<file path="src/rtl/alu_share_arbiter.sv">
// Round-robin arbiter sharing one combinational ALU between two valid/ready requesters.
// Operands are registered before the ALU and results/flags registered before return.
module alu_share_arbiter #(
  parameter int WIDTH = 32,
  parameter int OPW   = 5
) (
  input  logic             clk,
  input  logic             reset,
  input  logic             req0_valid,
  output logic             req0_ready,
  input  logic [OPW-1:0]   req0_op,
  input  logic [WIDTH-1:0] req0_a,
  input  logic [WIDTH-1:0] req0_b,
  output logic             rsp0_valid,
  input  logic             rsp0_ready,
  output logic [WIDTH-1:0] rsp0_y,
  output logic [2:0]       rsp0_zvn,
  input  logic             req1_valid,
  output logic             req1_ready,
  input  logic [OPW-1:0]   req1_op,
  input  logic [WIDTH-1:0] req1_a,
  input  logic [WIDTH-1:0] req1_b,
  output logic             rsp1_valid,
  input  logic             rsp1_ready,
  output logic [WIDTH-1:0] rsp1_y,
  output logic [2:0]       rsp1_zvn,
  output logic [WIDTH-1:0] alu_a,
  output logic [WIDTH-1:0] alu_b,
  output logic [OPW-1:0]   alu_op,
  input  logic [WIDTH-1:0] alu_y,
  input  logic             alu_z,
  input  logic             alu_v,
  input  logic             alu_n,
  output logic             busy
);

  typedef enum logic [1:0] {IDLE, EXEC, RESP} state_t;

  state_t           state_q, state_d;
  logic [OPW-1:0]   op_q, op_d;
  logic [WIDTH-1:0] a_q, a_d;
  logic [WIDTH-1:0] b_q, b_d;
  logic [WIDTH-1:0] y_q, y_d;
  logic [2:0]       zvn_q, zvn_d;
  logic             owner_q, owner_d;
  logic             rr_prio_q, rr_prio_d;

  logic winner;
  logic any_valid;
  logic owner_rsp_ready;

  // Contention goes to rr_prio; a lone requester always wins.
  assign any_valid = req0_valid | req1_valid;
  assign winner    = (req0_valid & req1_valid) ? rr_prio_q : req1_valid;
  assign owner_rsp_ready = owner_q ? rsp1_ready : rsp0_ready;

  always_comb begin
    state_d   = state_q;
    op_d      = op_q;
    a_d       = a_q;
    b_d       = b_q;
    y_d       = y_q;
    zvn_d     = zvn_q;
    owner_d   = owner_q;
    rr_prio_d = rr_prio_q;
    req0_ready = 1'b0;
    req1_ready = 1'b0;
    unique case (state_q)
      IDLE: begin
        req0_ready = any_valid & ~winner;
        req1_ready = any_valid & winner;
        if (any_valid) begin
          owner_d = winner;
          op_d    = winner ? req1_op : req0_op;
          a_d     = winner ? req1_a  : req0_a;
          b_d     = winner ? req1_b  : req0_b;
          state_d = EXEC;
        end
      end
      EXEC: begin
        y_d     = alu_y;
        zvn_d   = {alu_z, alu_v, alu_n};
        state_d = RESP;
      end
      RESP: begin
        if (owner_rsp_ready) begin
          rr_prio_d = ~owner_q;
          state_d   = IDLE;
        end
      end
      default: state_d = IDLE;
    endcase
  end

  always_ff @(posedge clk or posedge reset) begin
    if (reset) begin
      state_q   <= IDLE;
      op_q      <= '0;
      a_q       <= '0;
      b_q       <= '0;
      y_q       <= '0;
      zvn_q     <= '0;
      owner_q   <= 1'b0;
      rr_prio_q <= 1'b0;
    end else begin
      state_q   <= state_d;
      op_q      <= op_d;
      a_q       <= a_d;
      b_q       <= b_d;
      y_q       <= y_d;
      zvn_q     <= zvn_d;
      owner_q   <= owner_d;
      rr_prio_q <= rr_prio_d;
    end
  end

  assign alu_a  = a_q;
  assign alu_b  = b_q;
  assign alu_op = op_q;

  assign rsp0_valid = (state_q == RESP) & ~owner_q;
  assign rsp1_valid = (state_q == RESP) & owner_q;
  assign rsp0_y     = y_q;
  assign rsp1_y     = y_q;
  assign rsp0_zvn   = zvn_q;
  assign rsp1_zvn   = zvn_q;
  assign busy       = (state_q != IDLE);

endmodule

</file>
<file path="config.mk">
export PLATFORM = sky130hd
export DESIGN_NAME = alu_share_arbiter
export DESIGN_NICKNAME = d
export VERILOG_FILES = /design/src/rtl/alu_share_arbiter.sv
export SDC_FILE = /design/constraint.sdc
export NUM_CORES = 1
export LEC_CHECK = 0
export BUFFER_PORTS_ARGS = -buffer_cell sky130_fd_sc_hd__buf_2
export CORE_AREA = 3 3 124 126
export DETAILED_ROUTE_END_ITERATION = 7
export DIE_AREA = 0 0 127 129
export PLACE_DENSITY_LB_ADDON = 0.05
export SLEW_MARGIN = 20
export SYNTH_ARGS = -nofsm -noshare
export SYNTH_HDL_FRONTEND = slang
export SYNTH_SLANG_ARGS = --single-unit
</file>
<file path="constraint.sdc">
create_clock -name clk -period 4.15 [get_ports clk]
set_input_delay 0.2075 -clock clk [delete_from_list [all_inputs] [get_ports clk]]
set_output_delay 0.2075 -clock clk [all_outputs]
set_load 0.1 [all_outputs]
</file>
# ---- Word level (Yosys, flattened, before mapping)
# Cells that the tools add are included.
dict set report totals {
  register_bits 108
  mem_bits_rw 0
  rom_bits 0
  out_inout_bits 144
  wordCells 35
  latch_bits 0
  mem_count 0
}
dict set report classes {
  multipliers 0
  n_addsub 0
  shifts 0
  n_mux 10
  eq_ne 4
  reduce_logical 5
  n_bitwise 8
  n_lt_le_gt_ge 0
  n_div 0
}
# cell count
set op_table {}
lappend op_table {{32-bit 2-to-1 mux} 2}
lappend op_table {{2-bit case mux with 3 select lines} 1}
lappend op_table {{2-bit AND reduction} 3}
lappend op_table {{1-bit AND} 5}
lappend op_table {{5-bit 2-to-1 mux} 1}
lappend op_table {{1-bit 2-to-1 mux} 4}
lappend op_table {{2-bit 2-to-1 mux} 2}
lappend op_table {{2-bit inequality test (second input constant)} 2}
lappend op_table {{2-bit by 1-bit == test with 1-bit output (second input constant)} 1}
lappend op_table {{2-bit == test (second input constant)} 1}
lappend op_table {{2-bit logical NOT} 1}
lappend op_table {{1-bit NOT} 2}
lappend op_table {{2-bit nonzero test} 1}
lappend op_table {{1-bit OR} 1}

# ---- Longest topological paths before layout
# Gate-level depths: netlist of run 1.
dict set report logic_depth {
  depth_word 5
  depth_mapped 7
  mapped_depth_nobuf 4
}

# ---- Least setup slack after synthesis of run 1
# No wires, ideal clock.
dict set report synth_timing {
  kind {reg2out}
  startpoint {register state_q[1]}
  endpoint {output req1_ready}
  path_buffers 1
  required_ns 3.943
  arrival_ns 2.712
  slack_ns 1.231
  stages_incl_launch_ff 5
  path_cell_list {dfrtp_1 > nor2_2 > buf_2 > inv_1 > nor2_1}
}
dict set report synth_via {
  elab_chain_cells 2
}
# item line_no
set synth_lines {}
lappend synth_lines {{from (decl)} 39} ;# state_t state_q, state_d;
lappend synth_lines {{from (signal assigned)} 106} ;# state_q <= state_d;
lappend synth_lines {{2-bit logical NOT} 68} ;# unique case (state_q)
lappend synth_lines {{1-bit 2-to-1 mux} 68}
lappend synth_lines {{to (decl)} 19} ;# output logic req1_ready,
# Every way passes these cells.

# ---- Worst setup path after layout of run 1
# Same ends and word-level chain as after synthesis.

==> results of run 1 <==
[metal layers]
metal / track usage, % / part of all wire [%]
met5: 0 / 0
met2: 34.81 / 49
met4: 7.886 / 2.5
met3: 4.110 / 7.3
met1: 27.84 / 41
[cell families (layout without fill, tap and decap cells)]
logic type	count (synthesis)	in the layout	synth area share, %
AO/OA/AOI/OAI	214	214	22.74
flip-flops	108	108	51.21
buffers and inverters	97	351	10.67
multiplexers	35	35	7.468
AND/OR/NAND/NOR	81	81	7.919
[layout make-up]
cell class,instances,area (um^2),share of cell area (%)
clock buffer,10,239.0,3.438
clock inverter,6,63.81,0.9179
inverter,6,27.53,0.3960
multi-input combinational,330,2024,29.12
sequential,108,2703,38.88
tap,184,230.2,3.312
timing repair buffer,329,1664,23.94
[sequential cells by signal (all words and copies together) (netlist names)]
register and count:
alu_a 32, alu_b 32, alu_op 5, owner_q 1
rr_prio_q 1, rsp0_y 32, rsp0_zvn 3, state_q 2
[final timing paths]
path	slack (ns)	startpoint	depth (start not counted)	to
hold reg to reg	0.52	rsp0_y[26]	1	rsp0_y[26]
setup / recovery	1.48	state_q[1]	5	req1_ready
setup reg to reg	2.11	state_q[1]	3	rsp0_y[0]
min in group clk	0.09	alu_y[3]	2	rsp0_y[3]
max in group asynchronous	3.07	reset	3	alu_b[19]
hold / removal	0.09	reset	2	alu_op[3]
[stage by stage]
| step | util (%) | instance area [um^2] | hold WS (ns) | setup WS, ns | cells |
|---|---|---|---|---|---|
| 6_report | 48.20 | 6952 | 0.09001 | 1.475 | 973 |
| 5_1_grt | 48.20 | 6952 | 0.08760 | 1.343 | 973 |
| 4_1_cts | 48.20 | 6952 | 0.07452 | 1.509 | 973 |
| 3_5_place_dp | 46.10 | 6649 | 0.4430 | 1.890 | 957 |
| 3_3_place_gp | 46.08 | 6646 | 0.4419 | 1.927 | 957 |
| 2_1_floorplan | - | 5278 | 0.3579 | 1.097 | 535 |
[placed cells by master (no fill, tap or decap), types with 2 or more instances in the layout]
master / instances
o21ai_0: 71
nand3_1: 69
clkinvlp_4: 2
a21oi_1: 61
inv_1: 3
clkinv_2: 2
a21oi_2: 10
nand2b_1: 2
inv_4: 2
clkbuf_16: 9
nor2_1: 3
buf_4: 7
mux2_2: 35
buf_2: 322
a31oi_1: 70
dfrtp_1: 108
==> run_results.csv, run 1 <==
group,metric,value,unit
outcome,status,"finished, final reports clean",
synth,synth_top_area_cell,"dfrtp_1",
critical_path,critPathMaxStageDelay,0.71,ns
timing,fmax,373.9,MHz
run,cap_viol_max_count,0,
critical_path,worstSetupPathType,"reg -> out",
synth,synthArstFlopShare,100.0,%
drt,drt-total-wl,18.18,mm
synth,synth_commonest_cells,"108 x dfrtp_1, 71 x o21ai_0, 70 x a31oi_1, 69 x nand3_1, 61 x a21oi_1",
synth,synth_area,5278,um^2
synth,synth_most_common_cell,"dfrtp_1",
clocking,numCtsBuffers,9,
critical_path,worstSetupStartpointType,"flip-flop",
critical_path,end_kind,"primary output",
clocking,clk_latency,0.35,ns
hold_path,hold_path.class,"in -> async",
critical_path,crit_chain,"nor2_4 > buf_4 > inv_1 > nor2_1 > buf_2",
synth,yosys_warnings,0,
drt,drcViolationCount,0,
timing,fin_skew,0.01077,ns
synth,synthCells,535,
timing,final-hold-violation-count,0,
clocking,clockBufferDepth,2,
clocking,cts_tree,"done",
synth,synth-edff-count,0,
timing,finalCritPeriodShare,64.45,%
clocking,clockRootBuffer,"clkbuf_16",
die,die_y,129,um
synth,ys_ff_latch,108,
synth,synth_area_leaders,"dfrtp_1 51%, a31oi_1 8.3%, mux2_2 7.5%",
synth,syn_nets,714,
die,std_cell_rows,44,
critical_path,path_max_fanout,70,
clocking,cts_resized,0,
timing,rsz0062_at_grt,"no",
die,die_area,16380,um^2
critical_path,crit_family,"buffers and inverters",
die,pin_count,323,
placed_design,dpl.hpwl,12.33,mm
synth,ys_seq_area_share,51.21,%
placed_design,place.gp.congestion,0.8072,
critical_path,crit_required,3.94,ns
drt,wl_per_cell,18.68,um
synth,syn-mean-instance-area,9.865,um^2
timing,min_period,2.675,ns
drt,ant_nets,0,
global_route,grt_pass1_wl,27.47,mm
timing,setup_violations,0,
die,core-area,14420,um^2
global_route,grt_overflow_total,0,
critical_path,worstPathArrival,2.47,ns
global_route,antenna_found_initial,0,
layout,area_growth,31.72,%
timing,tightest_slew,1.088,ns
critical_path,crit_buf_inv,3,
clocking,hold_buffers,0,
die,initial_utilization,36.59,%
timing,max_slew_margin,27.47,%
clocking,clk_pin_slew,0.07,ns
clocking,clock_sinks,108,
timing,tns,0,ns
global_route,grt_pass1_vias,5001,
layout,fill_cells,1435,
placed_design,port_buffers,322,
critical_path,crit_path_top_delay_cell,"buf_4",
drt,num_vias,5208,
drt,drtIter0Drc,316,
layout,antenna_cells,0,
synth,ys_types,25,
clocking,htreeDepth,3,
synth,ys.flop_type,"dfrtp_1",
synth,synth_top_area_share,51.21,%
timing,slew_violations,0,
global_route,grt_usage,21.15,%
global_route,grt_max_degree,78,
drt,viasPerCell,5.353,
die,chipWidth,127,um
layout,drive_above_1_share,50.44,%
clocking,post_cts_buffers,0,
layout,nNetsFinal,963,
drt,drtPass1Iterations,4,
Power of run 1 is left out: the tool's default activity adds up to more than one toggle a clock period on the data nets, which glitch-free logic cannot reach.
==> run 2, diff against run 1 <==
==> constraint.sdc (replaced) <==
create_clock -name clk -period 2.35 [get_ports clk]
set_input_delay 0.1175 -clock clk [delete_from_list [all_inputs] [get_ports clk]]
set_output_delay 0.1175 -clock clk [all_outputs]
set_load 0.1 [all_outputs]
==> run 2 against run 1 <==
Clock skew decreased by 0.0037 ns. Wire length increased by 3.0%. Critical path depth decreased by 1. Worst setup slack got worse by 1.2 ns. Core utilization increased by 2.3 points. Sequential share of layout area decreased by 1.8 points. Global-route usage increased by 0.86 points. Count of clock-buffer cells in the layout unchanged. Cell area increased by 4.8%. Via count increased by 1.6%. Non-clock buffer count increased by 27. Critical path type unchanged. Largest cell class unchanged.
==> run_results.csv, run 2 (synthesis gave the netlist of run 1 again) <==
group,metric,value,unit
outcome,status,"finished, final reports clean",
timing,finalCritPeriodShare,89.96,%
placed_design,port_buffers,322,
die,die_area,16380,um^2
layout,drive_above_1_share,49.51,%
clocking,cts_resized,0,
die,std_cell_rows,44,
clocking,htreeDepth,3,
layout,mostFrequentLayoutCell,"buf_2",
hold_path,hold_path.class,"in -> reg",
die,initial_utilization,36.59,%
critical_path,crit_required,2.23,ns
critical_path,path_max_fanout,47,
layout,finalNonFillerCells,998,
clocking,clockRootBuffer,"clkbuf_16",
drt,drcViolationCount,0,
clocking,clockBufferDepth,2,
layout,antenna_cells,0,
timing,min_period,2.114,ns
global_route,grt_overflow_total,0,
placed_design,dpl.hpwl,13.35,mm
critical_path,worstPathArrival,2.00,ns
die,core-area,14420,um^2
drt,viasPerCell,5.303,
critical_path,critPathMaxStageDelay,0.51,ns
layout,layout_common_cells,"320 x buf_2, 108 x dfrtp_1, 71 x o21ai_0, 70 x a31oi_1, 69 x nand3_1",
critical_path,worstSetupStartpointType,"flip-flop",
critical_path,end_kind,"primary output",
clocking,clk_pin_slew,0.07,ns
timing,slew_violations,0,
clocking,numCtsBuffers,9,
placed_design,place.gp.congestion,0.8021,
critical_path,crit_family,"buffers and inverters",
drt,drt-total-wl,18.72,mm
layout,nNetsFinal,990,
drt,drtIter0Drc,273,
global_route,grt_pass1_wl,28.32,mm
global_route,antenna_found_initial,2,
layout,area_growth,38.10,%
die,chipWidth,127,um
timing,rsz0062_at_grt,"no",
timing,setup_violations,0,
critical_path,r2r_start,"rr_prio_q",
run,cap_viol_max_count,0,
timing,fmax,473.0,MHz
critical_path,crit_chain,"nor2_4 > buf_4 > inv_1 > buf_2",
clocking,cts_tree,"done",
die,pin_count,323,
drt,wl_per_cell,18.76,um
clocking,hold_buffers,21,
critical_path,cp-startpoint,"state_q[1]",
drt,ant_nets,0,
global_route,grt_pass1_vias,5323,
critical_path,crit_buf_inv,3,
clocking,post_cts_buffers,0,
timing,tightest_slew,0.8327,ns
drt,drtPass1Iterations,4,
timing,final-hold-violation-count,0,
placed_design,dp_cells,963,
critical_path,crit_path_top_delay_cell,"buf_4",
critical_path,worstSetupPathType,"reg -> out",
timing,tns,0,ns
clocking,clock_sinks,108,
die,die_y,129,um
timing,max_slew_margin,44.37,%
hold_path,worstHoldStart,"alu_y[18]",
layout,fill_cells,1397,
drt,num_vias,5292,
global_route,grt_max_degree,57,
timing,fin_skew,0.007026,ns
global_route,grt_usage,22.01,%
clocking,clk_latency,0.35,ns
[run 2: changes by cell type in the layout (fill, tap and decap cells not counted), sizes merged]
cell         previous run  this run
clkinv                  3         0
clkinvlp                2         4
inv                     6         5
buf                   329       335
dlygate4sd3             0        21
[run 2: area by class of cell]
| class | count | area, um^2 | area share [%] |
|---|---|---|---|
| tap | 184 | 230.2 | 3.159 |
| clock inverter | 4 | 52.55 | 0.7210 |
| multi-input combinational | 330 | 2036 | 27.93 |
| inverter | 6 | 26.28 | 0.3605 |
| sequential | 108 | 2703 | 37.08 |
| timing repair buffer | 356 | 2012 | 27.61 |
| clock buffer | 10 | 229.0 | 3.142 |
[run 2: path summary, 6_finish.rpt]
kind                       cells past startpoint         end  slack (ns)
max in group asynchronous                      4   alu_b[31]        1.19
min reg2reg                                    1  rsp0_y[16]        0.52
min                                            2  rsp0_y[18]       0.009
max                                            4        busy        0.24
min in group asynchronous                      3   alu_a[29]        0.49
max reg2reg                                    4   alu_a[26]        0.63
[run 2: metrics by stage]
| step | hold slack (ns) | worst slack [ns] | area, um^2 | util, % |
|---|---|---|---|---|
| final | 0.008647 | 0.2360 | 7288 | 50.53 |
| after global routing | 0.005613 | 0.1233 | 7288 | 50.53 |
| after global placement | 0.3403 | 0.6055 | 6797 | 47.12 |
| after detailed placement | 0.3363 | 0.6021 | 6797 | 47.12 |
| after floorplan | 0.2679 | 0.2756 | 5293 | - |
| after CTS | 0.0005854 | 0.2168 | 7288 | 50.53 |
[run 2: layer usage]
layer	vias to the layer above	part of all wire (%)	global-route usage, %
met5	-	0.11	0
met2	251	52	39.41
met3	39	7.6	4.400
li1	2462	-	-
met4	4	2.8	9.022
met1	2536	38	25.84
Power of run 2 is left out for the same reason.
==> run 3, diff against run 2 <==
--- a/config.mk
+++ b/config.mk
@@ -9,7 +9,8 @@
 export CORE_AREA = 3 3 124 126
 export DETAILED_ROUTE_END_ITERATION = 7
 export DIE_AREA = 0 0 127 129
-export PLACE_DENSITY_LB_ADDON = 0.05
+export PLACE_DENSITY_LB_ADDON = 0.08
+export RECOVER_POWER = 25
 export SLEW_MARGIN = 20
 export SYNTH_ARGS = -nofsm -noshare
 export SYNTH_HDL_FRONTEND = slang
==> run 3 against run 2 <==
Cell area grew 0.53%. Count of clock-buffer cells in the layout grew 2. Highest routed layer is now met4. Via count shrank 0.11%.
==> run_results.csv, run 3 (synthesis gave the netlist of run 1 again) <==
group,metric,value,unit
clocking,htreeDepth,3,
critical_path,worstPathArrival,1.92,ns
clocking,clk_latency,0.34,ns
layout,layout_common_cells,"319 x buf_2, 108 x dfrtp_1, 71 x o21ai_0, 70 x a31oi_1, 69 x nand3_1",
layout,nNetsFinal,998,
global_route,grt_usage,21.15,%
timing,finalCritPeriodShare,86.73,%
timing,final-hold-violation-count,0,
placed_design,port_buffers,322,
clocking,clk_pin_slew,0.07,ns
timing,tightest_slew,1.014,ns
outcome,status,"finished, final reports clean",
critical_path,path_max_fanout,39,
critical_path,end_kind,"primary output",
layout,drive_above_1_share,49.51,%
layout,fill_cells,1377,
timing,rsz0062_at_grt,"no",
placed_design,place_ws,0.6571,ns
timing,fin_ws,0.3118,ns
hold_path,hold_path.class,"in -> reg",
drt,drtIter0Drc,338,
global_route,grt_overflow_total,0,
global_route,antenna_found_initial,0,
die,die_area,16380,um^2
timing,max_slew_margin,32.41,%
critical_path,worstSetupStartpointType,"flip-flop",
global_route,grt_pass1_vias,5179,
clocking,cts_tree,"done",
timing,fmax,490.6,MHz
critical_path,ff2ff_setup_slack,0.63,ns
placed_design,place.gp.congestion,0.8261,
clocking,clock_sinks,108,
die,std_cell_rows,44,
run,cap_viol_max_count,0,
hold_path,whs_endpoint,"rsp0_y[3]",
die,core-area,14420,um^2
global_route,grt_max_degree,74,
hold_path,min_path_cells,2,
die,pin_count,323,
die,die_y,129,um
hold_path,worstHoldStart,"alu_y[3]",
timing,hold_slack,0.01431,ns
drt,num_vias,5286,
layout,mostFrequentLayoutCell,"buf_2",
timing,tns,0,ns
placed_design,dpl.hpwl,12.86,mm
drt,drcViolationCount,0,
drt,viasPerCell,5.254,
timing,slew_violations,0,
critical_path,worstSetupPathType,"reg -> out",
drt,drt-total-wl,18.08,mm
drt,ant_nets,0,
clocking,clockRootBuffer,"clkbuf_16",
clocking,clockBufferDepth,2,
timing,fin_skew,0.003465,ns
drt,wl_per_cell,17.97,um
layout,area_growth,38.83,%
die,initial_utilization,36.59,%
layout,antenna_cells,0,
die,chipWidth,127,um
critical_path,crit_required,2.23,ns
drt,drtPass1Iterations,5,
critical_path,r2r_cells,5,
critical_path,r2r_start,"state_q[1]",
clocking,numCtsBuffers,9,
global_route,grt_pass1_wl,27.28,mm
timing,setup_violations,0,
critical_path,r2r_end,"alu_a[17]",
timing,min_period,2.038,ns
## run 3: changes by cell type in the layout (fill, tap and decap cells not counted), moves of 2 or more
cell,change
clkbuf_8,+2
buf_12,-3
dlygate4sd3_1,+4
buf_4,+5
clkinvlp_4,-4
## run 3: metrics by stage
| step | utilization (%) | area, um^2 | instances |
|---|---|---|---|
| finish | 50.80 | 7327 | 1006 |
| global route | 50.80 | 7327 | 1006 |
| CTS | 50.93 | 7346 | 1006 |
| detailed placement | 47.17 | 6804 | 967 |
| global placement | 47.17 | 6804 | 967 |
| floorplan | - | 5293 | 535 |
## run 3: per-layer routing
layer | routed length, um | global-route usage, % | vias up
met4 | 323 | 7.445 | 0
met3 | 1633 | 5.023 | 23
met1 | 6808 | 25.27 | 2511
met5 | 0 | 0 | -
met2 | 9317 | 37.39 | 269
li1 | - | - | 2483
## run 3: timing repair
action	4_1_cts	5_1_grt
hold buffers	25	0
setup buffers	0	0
hold endpoints to repair	38	0
resized for setup	0	0
## run 3: layout make-up
type	instances	area [um^2]	share of cell area, %
sequential	108	2703	36.89
timing repair buffer	364	2041	27.85
multi-input combinational	330	2038	27.82
clock buffer	12	256.5	3.501
tap	184	230.2	3.142
clock inverter	2	35.03	0.4781
inverter	6	23.77	0.3245
## run 3: how the worst max path moves through the flow
stage,startpoint,to,slack [ns]
after global placement,req1_valid,req1_ready,0.70
after CTS,state_q[1],busy,0.30
final,state_q[1],busy,0.31
after floorplan,state_q[1],req1_ready,0.28
after global routing,reset,alu_b[16],0.18
after detailed placement,state_q[1],alu_a[17],0.66
## run 3: worst max-delay path: stages, from the launching register on
cell and delay (ns):
dfrtp_1 0.44, nor2_4 0.17, buf_4 0.41, inv_1 0.20, buf_2 0.34
Power of run 3 is left out for the same reason.
